**src/rtl/time_pkg.sv**
```systemverilog
// Shared BCD time types, limits and helpers, used by the time setter and the time-of-day counter.
package time_pkg;

  typedef logic [7:0] bcd8_t;

  localparam bcd8_t BCD_MAX_HH = 8'h23;
  localparam bcd8_t BCD_MAX_MS = 8'h59;

  // True when both nibbles are decimal digits and the value does not exceed max.
  function automatic logic bcd_valid(input bcd8_t val, input bcd8_t max);
    return (val[7:4] <= 4'h9) && (val[3:0] <= 4'h9) && (val <= max);
  endfunction

  // BCD +1 that wraps to 00 once max is reached.
  function automatic bcd8_t bcd_inc_wrap(input bcd8_t val, input bcd8_t max);
    bcd8_t res;
    if (val >= max) begin
      res = 8'h00;
    end else if (val[3:0] == 4'h9) begin
      res = {4'(val[7:4] + 4'h1), 4'h0};
    end else begin
      res = {val[7:4], 4'(val[3:0] + 4'h1)};
    end
    return res;
  endfunction

endpackage

```
**src/rtl/tick_prescaler.sv**
```systemverilog
// Divides the system clock down to a once-per-second tick and a 50 % blink phase.
// While hold is high the count is forced to 0 and no tick is produced.
module tick_prescaler #(
  parameter int unsigned CLK_FREQ_HZ = 50_000_000
) (
  input  logic clk,
  input  logic rst,
  input  logic hold,
  output logic tick,
  output logic blink_ph
);

  localparam int unsigned CNT_W = $clog2(CLK_FREQ_HZ);
  localparam logic [CNT_W-1:0] CNT_TC   = CNT_W'(CLK_FREQ_HZ - 1);
  localparam logic [CNT_W-1:0] CNT_HALF = CNT_W'(CLK_FREQ_HZ / 2);

  logic [CNT_W-1:0] cnt_q, cnt_d;
  logic             blink_q;
  logic             at_tc;

  assign at_tc    = (cnt_q == CNT_TC);
  assign tick     = at_tc && !hold;
  assign blink_ph = blink_q;

  always_comb begin
    cnt_d = cnt_q + CNT_W'(1);
    if (hold || at_tc) begin
      cnt_d = '0;
    end
  end

  // Blink phase trails the count by one cycle.
  always_ff @(posedge clk or posedge rst) begin
    if (rst) begin
      cnt_q   <= '0;
      blink_q <= 1'b1;
    end else begin
      cnt_q   <= cnt_d;
      blink_q <= (cnt_q < CNT_HALF);
    end
  end

endmodule

```
**src/rtl/bcd_time_counter.sv**
```systemverilog
// Free-running 24 h BCD time-of-day counter with load/freeze control from the time setter.
// Optional hourly chime pulse enabled by defining BCD_TIME_CHIME_EN.
module bcd_time_counter
  import time_pkg::*;
#(
  parameter int unsigned CLK_FREQ_HZ = 50_000_000,
  parameter bcd8_t       RST_HH      = 8'h12
) (
  input  logic  clk,
  input  logic  rst,
  input  logic  set_en,
  input  logic  set_load,
  input  bcd8_t set_hh,
  input  bcd8_t set_mm,
  input  bcd8_t set_ss,
  output bcd8_t cur_hh,
  output bcd8_t cur_mm,
  output bcd8_t cur_ss,
  output logic  sec_p,
  output logic  blink_ph,
  output logic  chime_p
);

  bcd8_t hh_q, hh_d;
  bcd8_t mm_q, mm_d;
  bcd8_t ss_q, ss_d;
  logic  sec_p_q, sec_p_d;
  logic  tick;
  logic  ss_wrap, mm_wrap;

  // A load also clears the prescaler so the next second is a full period.
  tick_prescaler #(
    .CLK_FREQ_HZ (CLK_FREQ_HZ)
  ) u_prescaler (
    .clk      (clk),
    .rst      (rst),
    .hold     (set_en || set_load),
    .tick     (tick),
    .blink_ph (blink_ph)
  );

  assign ss_wrap = (ss_q == BCD_MAX_MS);
  assign mm_wrap = (mm_q == BCD_MAX_MS);

  always_comb begin
    hh_d    = hh_q;
    mm_d    = mm_q;
    ss_d    = ss_q;
    sec_p_d = 1'b0;
    if (set_load) begin
      hh_d = bcd_valid(set_hh, BCD_MAX_HH) ? set_hh : 8'h00;
      mm_d = bcd_valid(set_mm, BCD_MAX_MS) ? set_mm : 8'h00;
      ss_d = bcd_valid(set_ss, BCD_MAX_MS) ? set_ss : 8'h00;
    end else if (!set_en && tick) begin
      sec_p_d = 1'b1;
      ss_d    = bcd_inc_wrap(ss_q, BCD_MAX_MS);
      if (ss_wrap) begin
        mm_d = bcd_inc_wrap(mm_q, BCD_MAX_MS);
        if (mm_wrap) begin
          hh_d = bcd_inc_wrap(hh_q, BCD_MAX_HH);
        end
      end
    end
  end

  always_ff @(posedge clk or posedge rst) begin
    if (rst) begin
      hh_q    <= RST_HH;
      mm_q    <= 8'h00;
      ss_q    <= 8'h00;
      sec_p_q <= 1'b0;
    end else begin
      hh_q    <= hh_d;
      mm_q    <= mm_d;
      ss_q    <= ss_d;
      sec_p_q <= sec_p_d;
    end
  end

  assign cur_hh = hh_q;
  assign cur_mm = mm_q;
  assign cur_ss = ss_q;
  assign sec_p  = sec_p_q;

`ifdef BCD_TIME_CHIME_EN
  logic chime_q, chime_d;

  // Top of the hour, including midnight; never on a load or while frozen.
  always_comb begin
    chime_d = !set_load && !set_en && tick && ss_wrap && mm_wrap;
  end

  always_ff @(posedge clk or posedge rst) begin
    if (rst) begin
      chime_q <= 1'b0;
    end else begin
      chime_q <= chime_d;
    end
  end

  assign chime_p = chime_q;
`else
  assign chime_p = 1'b0;
`endif

endmodule

```
**config.mk**
```make
export PLATFORM = sky130hd
export DESIGN_NAME = bcd_time_counter
export DESIGN_NICKNAME = d
export VERILOG_FILES = /design/src/rtl/time_pkg.sv /design/src/rtl/tick_prescaler.sv /design/src/rtl/bcd_time_counter.sv
export SDC_FILE = /design/constraint.sdc
export NUM_CORES = 1
export LEC_CHECK = 0
export ABC_AREA = 1
export CORE_ASPECT_RATIO = 1.1
export CORE_MARGIN = 2
export CORE_UTILIZATION = 40
export DETAILED_ROUTE_END_ITERATION = 16
export GPL_TIMING_DRIVEN = 0
export HOLD_SLACK_MARGIN = 0.06
export PLACE_DENSITY = 0.65
export SYNTH_ARGS = -nofsm -noshare
export SYNTH_HDL_FRONTEND = slang
export SYNTH_SLANG_ARGS = --single-unit
export TNS_END_PERCENT = 100
```
**constraint.sdc**
```tcl
create_clock -name clk -period 1.9 [get_ports clk]
set_input_delay 0.19 -clock clk [delete_from_list [all_inputs] [get_ports clk]]
set_output_delay 0.19 -clock clk [all_outputs]
set_load 0.1 [all_outputs]
```
==> run summary <==
* **clock group share of total power** 29.1%
* **setup skew after layout** 8.394 ps
* **clock tree from TritonCTS** done
* **post-route fraction of the period consumed by the critical path** 97.28%
* **number of diodes added for antenna fixing** 0
* **antenna violations before repair** 0
* **critical path required time** 1710 ps
* **post-DR vias/cell** 4.942
* **CTS Sinks** 52
* **Buffers on Ports** 53
* **core outline area** 0.008320 sq mm
* **remaining routing DRC violations** 0
* **horizontal die dimension** 92.14 um
* **pin slew with the least headroom to its limit** 996.0 ps
* **fraction of synthesized area in multiplexers** 0%
* **detailed-route wire length** 8.693 mm
* **Fin Setup TNS** 0 ps
* **Tot GR Track Use** 19.84%
* **distinct cell type count after synthesis** 34
* **internal power** 1830 uW
* **Worst Hold Margin** 220.3 ps
* **Initial Util** 41.08%
* **proportion of power drawn by combinational gates** 27.7%
* **power density of the placed cells** 677.1 mW/mm^2
* **sequential share of power** 43.2%
* **Slowest Stage Delay on Critical Path** 840 ps
* **Slew Limit Headroom** 33.87%
* **Startpoint Class** flip-flop
* **final setup fails** 0
* **post-synthesis sequential area ratio** 38.18%
* **worst-path cell with the longest stage delay** dlygate4sd2_1
* **critical path's top delay family** buffers and inverters
* **die span in y** 101.0 um
* **Root Buffer Master** clkbuf_8
* **average wire per standard cell** 12.90 um
* **leading post-synthesis cells by cell area** dfrtp_1, nand2_1, nor2_1
* **fraction of the mapped netlist area in adder cells** 3.294%
* **portion of synthesized cell area occupied by the leading cell type** 35.87%
* **dominant combinational cell family by area after synthesis** simple AND/OR/NAND/NOR gates
* **number of core rows** 35
* **post-route cell area** 0.004247 sq mm
* **crit path max fanout** 1
* **Cell Chain, Critical Path** dlygate4sd2_1
* **arrival time worst endpoint** 1660 ps
* **vias in the first global route** 3,325
* **maximum clock insertion buffer count** 2
* **status** finished clean
* **most used flip-flop cell after synthesis** dfrtp_1
* **final critical delay including setup and external delays** 1848 ps
* **H-Tree Depth** 2
* **RePlAce Congestion** 0.9029
* **mapped cell area** 0.003418 sq mm
* **path class of the lowest-slack min-delay path** in2async
* **number of failing hold endpoints at the final stage** 0
* **TritonCTS Buffers** 5
* **instance count on the critical path** 1
* **number of cells traversed by the worst register-to-register path** 10
* **fraction of the mapped netlist area in compound gates** 2.306%
* **Ys Warns** 0
* **share of synthesized cell area in and, or, nand and nor gates** 43.59%
* **Clock Pin Slew Worst Setup and Hold Paths** 100 ps
* **CTS Hold Bufs** 0
* **Detailed Place HPWL** 6.861 mm
* **cell taking the most area after synthesis** dfrtp_1
* **peak clock frequency supported by timing** 541.0 MHz
* **routed via count** 3,331
* **standard cell area after detailed placement** 0.004125 sq mm
* **xor/xnor cell area share of the yosys netlist** 4.100%
* **Synth-to-Final Area Change** 24.23%
* **EDFF count, synth** 0
* **clock latency of the later-clocked register in the worst-skew pair** 310 ps
* **GR Overflow Total** 0
* **FF+latch count, synth** 52
* **nature of the critical path endpoint** output port
* **count of nets after finishing** 599
* **max-slew violation count** 0
* **synthesized area per cell** 6.864 sq um
* **Crit Path Class** reg2out
* **sum of buffers and inverters on the critical path** 1
* **drt first pass iters** 4
* **cell count after synthesis** 498
* **maximum VDD drop** 0.4545 mV
* **reported net switching power** 1045 uW
* **Routed Antenna Nets** 0
* **area of the die** 0.009302 sq mm
* **share of final-layout standard cells stronger than drive strength 1** 9.236%
* **Max Cap Violations** 0
* **leakage power of the design** 0.002073 uW
* **first-iteration detailed-routing DRC count** 146
* **sw frac** 36.35%
* **I/O pins** 55
* **proportion of register bits with asynchronous set or reset after synthesis** 100.0%
* **maximum number of pins on one net before global-route repair** 32
* **first-pass GRT wire length** 14.80 mm
* **net count of the mapped netlist** 535
synthesized netlist by cell type (3+ instances only):
library cell and n:
nand3_1 41, dfstp_2 3, nand4_1 24, xnor2_1 4, ha_1 9, nand2_2 3
inv_1 59, nand2_1 164, dfrtp_1 49, a21oi_1 4, xor2_1 12, nor2_2 3
nor3_1 17, nor3b_1 4, o21ai_0 7, nor2_1 71
power by group through the flow:
stage	Clock (uW)	Combinational [uW]	Sequential (uW)
4_1_cts	868	803	1240
3_5_place_dp	0	830	1260
5_1_grt	904	857	1260
3_3_place_gp	0	816	1270
2_1_floorplan	0	246	1600
6_report	836	796	1240
through the flow:
step / utilization [%] / instances / setup WS, ps / total power [uW]
2_1_floorplan: - / 498 / 8.587 / 1844
6_report: 51.04 / 674 / 51.74 / 2875
3_3_place_gp: 49.34 / 662 / -759.5 / 2081
5_1_grt: 51.04 / 674 / -0.5318 / 3018
3_5_place_dp: 49.58 / 663 / -103.9 / 2094
4_1_cts: 50.90 / 672 / 12.98 / 2914
cell families (layout without fill, tap and decap cells):
logic type / after synthesis / in the layout
AND/OR/NAND/NOR: 339 / 339
buffers and inverters: 67 / 132
flip-flops: 52 / 52
XOR/XNOR: 16 / 16
AO/OA/AOI/OAI: 14 / 14
adder cells (fa/ha/maj): 9 / 9
other: 1 / 1
per-layer routing:
metal	vias up	global-route usage [%]	wire, um
met4	0	6.889	146
met2	68	35.86	4448
li1	1710	-	-
met1	1540	23.81	3759
met5	-	0	0
met3	13	3.441	338
layout by cell type, fill, tap and decap left out, drive strengths merged:
cell type / netlist / layout
a211oi: 1 / 1
a21oi: 4 / 4
clkbuf: 2 / 10
nor3: 19 / 19
xor2: 12 / 12
and2: 2 / 2
nor4: 1 / 1
o21ai: 8 / 8
a21boi: 1 / 1
and3: 1 / 1
nor3b: 4 / 4
conb: 1 / 1
ha: 9 / 9
dlygate4sd2: 0 / 22
clkdlybuf4s15: 0 / 3
nand3: 42 / 42
inv: 59 / 59
buf: 6 / 10
nor2: 75 / 75
xnor2: 4 / 4
dfrtp: 49 / 49
bufinv: 0 / 1
nand3b: 2 / 2
nand2: 168 / 168
clkdlybuf4s50: 0 / 27
dfstp: 3 / 3
or2: 1 / 1
nand4: 24 / 24
final cells by class:
class | count | area, sq um
multi-input combinational | 379 | 1828
sequential | 52 | 1323
clock inverter | 1 | 30.03
buffer | 8 | 66.31
fill | 831 | 4074
timing repair buffer | 57 | 543.0
clock buffer | 7 | 96.34
inverter | 59 | 221.5
tap | 111 | 138.9
sequential cells by signal, summed over array words and instances, names as in the netlist:
signal / count
sec_p: 1
u_prescaler.cnt_q: 26
cur_ss: 8
u_prescaler.blink_ph: 1
cur_mm: 8
cur_hh: 8
worst paths after layout:
kind                                       from                   end  slack, ps
setup / recovery           u_prescaler.blink_ph              blink_ph         50
hold / removal                              rst             cur_hh[3]        220
setup reg to reg           u_prescaler.cnt_q[0]             cur_mm[5]        130
hold reg to reg                       cur_hh[6]             cur_hh[6]        510
max in group asynchronous                   rst  u_prescaler.blink_ph       1060
min in group clk                      set_ss[3]             cur_ss[3]        510
timing repair:
action | in CTS | in global routing
setup endpoints to repair | 69 | 40
setup buffers | 1 | 2
hold endpoints to repair | 0 | 0
pin swaps | 0 | 1
resized for setup | 32 | 2
Power figures use the tool's default switching activity.
